$ cat src/rtl/ec_coe_rd_ctrl.sv
// Coefficient read sequencer for CABAC residual coding: walks Y/U/V 4x4 blocks in z-scan
// order, reads them from the coefficient buffer and hands them out through a 2-entry FIFO.
`ifndef COEFF_WIDTH
`define COEFF_WIDTH 16
`endif

module ec_coe_rd_ctrl #(
  parameter int unsigned COEFF_WIDTH = `COEFF_WIDTH,
  parameter int unsigned FIFO_DEPTH  = 2
) (
  input  logic                      clk,
  input  logic                      rst_n,
  input  logic                      start_i,
  input  logic [1:0]                cu_size_i,
  input  logic                      cbf_y_i,
  input  logic                      cbf_u_i,
  input  logic                      cbf_v_i,
  output logic                      coe_rd_ena_o,
  output logic [8:0]                coe_rd_addr_o,
  output logic [1:0]                coe_rd_sel_o,
  input  logic [16*COEFF_WIDTH-1:0] coe_rd_dat_i,
  output logic                      blk_val_o,
  input  logic                      blk_rdy_i,
  output logic [16*COEFF_WIDTH-1:0] blk_dat_o,
  output logic [1:0]                blk_sel_o,
  output logic [7:0]                blk_idx_o,
  output logic                      blk_last_o,
  output logic                      busy_o,
  output logic                      done_o
);

  localparam int unsigned DW   = 16 * COEFF_WIDTH;
  localparam int unsigned PtrW = (FIFO_DEPTH > 1) ? $clog2(FIFO_DEPTH) : 1;
  localparam int unsigned CntW = $clog2(FIFO_DEPTH + 1);
  localparam int unsigned UW   = CntW + 1;

  localparam logic [2:0] StIdle  = 3'd0;
  localparam logic [2:0] StRdY   = 3'd1;
  localparam logic [2:0] StRdU   = 3'd2;
  localparam logic [2:0] StRdV   = 3'd3;
  localparam logic [2:0] StDrain = 3'd4;
  localparam logic [2:0] StDone  = 3'd5;

  logic [2:0]      state_q, state_d;
  logic [1:0]      size_q;
  logic            cbf_y_q, cbf_u_q, cbf_v_q;
  logic [7:0]      idx_q;

  logic            inflight_q;
  logic [1:0]      dly_sel_q;
  logic [7:0]      dly_idx_q;
  logic            dly_last_q;

  logic [DW-1:0]   mem_dat_q  [FIFO_DEPTH];
  logic [1:0]      mem_sel_q  [FIFO_DEPTH];
  logic [7:0]      mem_idx_q  [FIFO_DEPTH];
  logic            mem_last_q [FIFO_DEPTH];
  logic [PtrW-1:0] wptr_q, rptr_q;
  logic [CntW-1:0] count_q, count_d;

  logic [7:0]      luma_last, chroma_last, cur_last;
  logic            in_rd, issue, terminal, push, pop;
  logic [1:0]      rd_sel;
  logic [2:0]      next_comp;
  logic [UW-1:0]   used_credit;

  always_comb begin
    case (size_q)
      2'd0:    begin luma_last = 8'd3;   chroma_last = 8'd0;  end
      2'd1:    begin luma_last = 8'd15;  chroma_last = 8'd3;  end
      2'd2:    begin luma_last = 8'd63;  chroma_last = 8'd15; end
      default: begin luma_last = 8'd255; chroma_last = 8'd63; end
    endcase
  end

  always_comb begin
    in_rd     = 1'b0;
    rd_sel    = 2'd0;
    cur_last  = chroma_last;
    next_comp = StDrain;
    case (state_q)
      StRdY: begin
        in_rd     = 1'b1;
        rd_sel    = 2'd2;
        cur_last  = luma_last;
        next_comp = cbf_u_q ? StRdU : (cbf_v_q ? StRdV : StDrain);
      end
      StRdU: begin
        in_rd     = 1'b1;
        rd_sel    = 2'd1;
        next_comp = cbf_v_q ? StRdV : StDrain;
      end
      StRdV: begin
        in_rd     = 1'b1;
        rd_sel    = 2'd0;
      end
      default: ;
    endcase
  end

  assign blk_val_o = (count_q != '0);
  assign pop       = blk_val_o & blk_rdy_i;
  assign push      = inflight_q;

  // A pop this cycle frees a slot in time for the data returned next cycle, which is
  // what keeps a ready consumer fed at one block per cycle.
  assign used_credit = UW'(count_q) + UW'(inflight_q) - UW'(pop);
  assign issue       = in_rd && (used_credit < UW'(FIFO_DEPTH));
  assign terminal    = issue && (idx_q == cur_last);

  always_comb begin
    state_d = state_q;
    case (state_q)
      StIdle: begin
        if (start_i) begin
          if (cbf_y_i)      state_d = StRdY;
          else if (cbf_u_i) state_d = StRdU;
          else if (cbf_v_i) state_d = StRdV;
          else              state_d = StDone;
        end
      end
      StRdY, StRdU, StRdV: if (terminal) state_d = next_comp;
      StDrain:             if (pop && blk_last_o) state_d = StDone;
      StDone:              state_d = StIdle;
      default:             state_d = StIdle;
    endcase
  end

  assign count_d = count_q + CntW'(push) - CntW'(pop);

  always_ff @(posedge clk or negedge rst_n) begin
    if (!rst_n) begin
      state_q    <= StIdle;
      size_q     <= 2'd0;
      cbf_y_q    <= 1'b0;
      cbf_u_q    <= 1'b0;
      cbf_v_q    <= 1'b0;
      idx_q      <= 8'd0;
      inflight_q <= 1'b0;
      dly_sel_q  <= 2'd0;
      dly_idx_q  <= 8'd0;
      dly_last_q <= 1'b0;
      wptr_q     <= '0;
      rptr_q     <= '0;
      count_q    <= '0;
      for (int i = 0; i < FIFO_DEPTH; i++) begin
        mem_dat_q[i]  <= '0;
        mem_sel_q[i]  <= 2'd0;
        mem_idx_q[i]  <= 8'd0;
        mem_last_q[i] <= 1'b0;
      end
    end else begin
      state_q <= state_d;
      if (state_q == StIdle && start_i) begin
        size_q  <= cu_size_i;
        cbf_y_q <= cbf_y_i;
        cbf_u_q <= cbf_u_i;
        cbf_v_q <= cbf_v_i;
      end
      if (terminal)   idx_q <= 8'd0;
      else if (issue) idx_q <= idx_q + 8'd1;

      inflight_q <= issue;
      if (issue) begin
        dly_sel_q  <= rd_sel;
        dly_idx_q  <= idx_q;
        dly_last_q <= terminal && (next_comp == StDrain);
      end

      if (push) begin
        mem_dat_q[wptr_q]  <= coe_rd_dat_i;
        mem_sel_q[wptr_q]  <= dly_sel_q;
        mem_idx_q[wptr_q]  <= dly_idx_q;
        mem_last_q[wptr_q] <= dly_last_q;
        wptr_q             <= wptr_q + PtrW'(1);
      end
      if (pop) rptr_q <= rptr_q + PtrW'(1);
      count_q <= count_d;
    end
  end

  assign coe_rd_ena_o  = issue;
  assign coe_rd_addr_o = {1'b0, idx_q};
  assign coe_rd_sel_o  = rd_sel;

  assign blk_dat_o  = mem_dat_q[rptr_q];
  assign blk_sel_o  = mem_sel_q[rptr_q];
  assign blk_idx_o  = mem_idx_q[rptr_q];
  assign blk_last_o = mem_last_q[rptr_q];

  assign busy_o = (state_q != StIdle);
  assign done_o = (state_q == StDone);

endmodule

$ cat config.mk
export PLATFORM = sky130hd
export DESIGN_NAME = ec_coe_rd_ctrl
export DESIGN_NICKNAME = d
export VERILOG_FILES = /design/src/rtl/ec_coe_rd_ctrl.sv
export SDC_FILE = /design/constraint.sdc
export NUM_CORES = 1
export LEC_CHECK = 0
export BUFFER_PORTS_ARGS = -buffer_cell sky130_fd_sc_hd__buf_2
export CELL_PAD_IN_SITES_DETAIL_PLACEMENT = 0
export CELL_PAD_IN_SITES_GLOBAL_PLACEMENT = 2
export CORE_ASPECT_RATIO = 1.25
export CORE_MARGIN = 10
export CORE_UTILIZATION = 38
export DETAILED_ROUTE_END_ITERATION = 12
export PLACE_DENSITY_LB_ADDON = 0.1
export SLEW_MARGIN = 10
export SYNTH_ARGS = -nofsm -noshare
export SYNTH_HDL_FRONTEND = slang
export SYNTH_SLANG_ARGS = --single-unit
$ cat constraint.sdc
create_clock -name clk -period 4.2 [get_ports clk]
set_input_delay 0.42 -clock clk [delete_from_list [all_inputs] [get_ports clk]]
set_output_delay 0.42 -clock clk [all_outputs]
set_load 0.05 [all_outputs]
==> results.yml <==
status:
  run_status: "completed"
synthesis:
  ys_top_cells_by_area: "dfrtp_1 (58%), mux2_2 (37%), clkbuf_1 (1.2%)"
  yosys_register_bits: 565
  synthesis.nets: 1872
  async_reset_ff_frac: 1.00
  netlist-cell-type-count: 45
  synthesis.yosys.warnings: 0
  avgSynthCellArea_um2: 15.2
  synthAdderAreaFrac: 0.00236
  synthMuxAreaShare: 0.373
  synth_enable_flop_cells: 0
  synth_compound_gate_area_share: 0.00590
  synth_largest_area_cell: "dfrtp_1"
  dominant_combinational_cell_family_by_area_after_synthesis: "multiplexers"
  synth_seq_area_share: 0.580
  post_synth_xor_xnor_area: 0.00251
  yosysTopAreaCellShare: 0.580
  post_synth_instance_area_um2: 24400
  synth_simple_gate_area_frac: 0.0180
  yosys_most_used_dff: "dfrtp_1"
  netlist_instances: 1603
grt:
  antenna_found_initial: 24
  grt_first_pass_wirelength_um: 103000
  global_route.usage.total: 0.179
  grt_pass1_vias: 16500
  grt_start_max_net_pins: 108
  grt.overflow.total: 0
critical_path:
  critPathMaxFanout: 20
  cpPeakStageDelay_ps: 660
  critical-path-top-delay-family: "adder cells"
  worst_ep_arrival_time_ps: 3540
  worst_setup_path_end_kind: "output pin"
  timing.critical_path.slowest_stage_cell: "or4_4"
  worst-endpoint-required_ps: 3780
  crit_path_start_kind: "flop"
  timing_worst_setup_path_type: "reg2out"
  cp_cell_sequence: "o21ai_2, inv_1, ha_1, inv_1, ha_1, inv_1, fa_1, inv_1, or4_4, clkinvlp_4, clkbuf_4"
  path_common_cell: "inv_1"
  critical_path_buf_inv_count: 6
floorplan:
  die_w_um: 247
  top_level_ports: 547
  fp-row-count: 103
  initial_core_utilization: 0.384
  die-height_um: 303
  area_enclosed_by_the_die_boundary_um2: 74700
  fp.coreArea_um2: 63400
final_layout:
  instances_no_fill: 3033
  fillerInstances: 5763
  multiInputGateArea_um2: 9820
  finalNetCount: 2406
  most_common_library_cell_in_the_layout_ignoring_fill_and_taps: "mux2_2"
  area_delta_synth_final_pct: 23.8
  share_of_layout_cells_above_drive_strength_1: 0.678
  commonest_non_fill_non_tap_cells_in_the_layout: "mux2_2 (805), dfrtp_1 (564), buf_2 (543)"
  seqCellArea_um2: 14100
  final_core_utilization: 0.476
sta:
  postLayoutSetupSlackWorst_ps: 244
  fin_worst_skew_ps: 13.4
  worst_slew_pin_tran_ps: 846
  min_period_over_period: 0.942
  hold_viol_final: 0
  timing.max_slew.rel_slack: 0.435
  finalWorstPathRequiredPeriod_ps: 3960
  setup_tns_final_ps: 0
  max_freq_mhz: 253
  unrepaired_setup_endpoints_after_global_routing: "no"
  slew_viol_final: 0
  final-setup-viol-count: 0
clock_tree:
  ctsLongestPathBuffers: 3
  cts_max_level: 2
  tritoncts_clock_tree: "done"
  clkTransAtPathRegs_ps: 60
  clk_root_buffer_cell: "clkbuf_16"
  clock-sinks: 565
  clock_latency_ps: 610
  tritoncts.num_buffers: 59
placed_design:
  place_hpwl_um: 49700
  detailedPlace.worstSlack_ps: 627
  placed_cells: 2915
  port-buffer-count: 545
  gp_congestion: 0.769
drt:
  detailedRoute.firstIterationViolations: 454
  detail_route.vias_per_cell: 4.98
  avgRoutedWirePerCell_um: 22.8
  route.antenna.remaining_nets: 0
  vias_after_detailed_routing: 15100
  number_of_optimization_iterations_in_the_first_detailed_route_pass: 4
  remaining_drc_errors: 0
  post_route_wl_um: 69200
flow_run:
  drv_cap: 0
hold_path:
  worst_hold_path_type: "in2reg"
[worst paths after layout]
path / startpoint / to / slack (ps) / depth (start not counted)
min: cu_size_i[1] / size_q[1] / 50 / 2
min reg2reg: mem_dat_q[99] / mem_dat_q[99] / 500 / 1
min in group asynchronous: rst_n / mem_dat_q[421] / 430 / 2
max in group asynchronous: rst_n / mem_dat_q[280] / 2660 / 4
max reg2reg: count_q[1] / idx_q[3] / 930 / 13
max: count_q[1] / coe_rd_ena_o / 240 / 11
[Yosys cell counts, drive strengths merged (3+ instances only)]
cell type / number
clkbuf: 79
nor2: 9
nor3: 7
dfrtp: 565
nor3b: 4
inv: 8
or3: 4
ha: 3
a21oi: 8
nand4: 3
nand2: 41
nor2b: 3
nand3: 6
xnor2: 5
buf: 21
mux2: 806
o21ai: 5
[metrics by stage]
stage          hold slack [ps]  area [um2]
2_1_floorplan              124       24400
3_3_place_gp               481       28100
3_5_place_dp               487       28100
4_1_cts                   6.40       30200
5_1_grt                   15.4       30200
6_report                  53.6       30200
[metal layers]
metal / wire [um] / vias up / global-route usage
met5: 101 / - / 0
met4: 1730 / 16 / 0.0578
met3: 5220 / 116 / 0.0619
met2: 36000 / 364 / 0.317
met1: 26200 / 7794 / 0.197
li1: - / 6822 / -
[cell families after synthesis]
group,after synthesis
DFF,565
xor gates and xnor gates,7
other,1
adders and majority gates,4
and+or+nand+nor,86
muxes,808
AOI/OAI and AO/OA,23
buffers and inverters,109
[final cells by class]
| class | instances | share of cell area |
|---|---|---|
| Antenna cell | 11 | 0.000912 |
| Clock buffer | 93 | 0.0605 |
| Clock inverter | 13 | 0.00564 |
| Inverter | 9 | 0.00124 |
| Multi-Input combinational cell | 929 | 0.325 |
| Sequential cell | 565 | 0.468 |
| Tap cell | 840 | 0.0348 |
| Timing Repair Buffer | 573 | 0.103 |
[sequential cells by signal, indices dropped and copies added, names as in the netlist]
name	flops
mem_dat_q	512
mem_idx_q	16
dly_idx_q	8
idx_q	8
mem_sel_q	4
state_q	3
count_q	2
dly_sel_q	2
mem_last_q	2
size_q	2
cbf_u_q	1
cbf_v_q	1
dly_last_q	1
inflight_q	1
rptr_q	1
wptr_q	1
[timing repair]
item | CTS | global route
resized for setup | 1 | 3
endpoints found under the hold margin | 74 | 0
hold buffers | 1 | 0
setup endpoints to repair | 1 | 1
setup buffers | 0 | 0
pin swaps | 0 | 0
[worst register-to-register path, stage by stage (launching register included)]
cell	delay (ps)
dfrtp_1	440
o21ai_2	220
inv_1	70
ha_1	260
inv_1	60
ha_1	130
inv_1	50
fa_1	480
inv_1	50
or4_4	660
clkinvlp_4	220
buf_4	220
nand4_1	130
xnor2_1	150
Power is left out: the tool's default activity adds up to more than one toggle a clock period on the data nets, which glitch-free logic cannot reach.
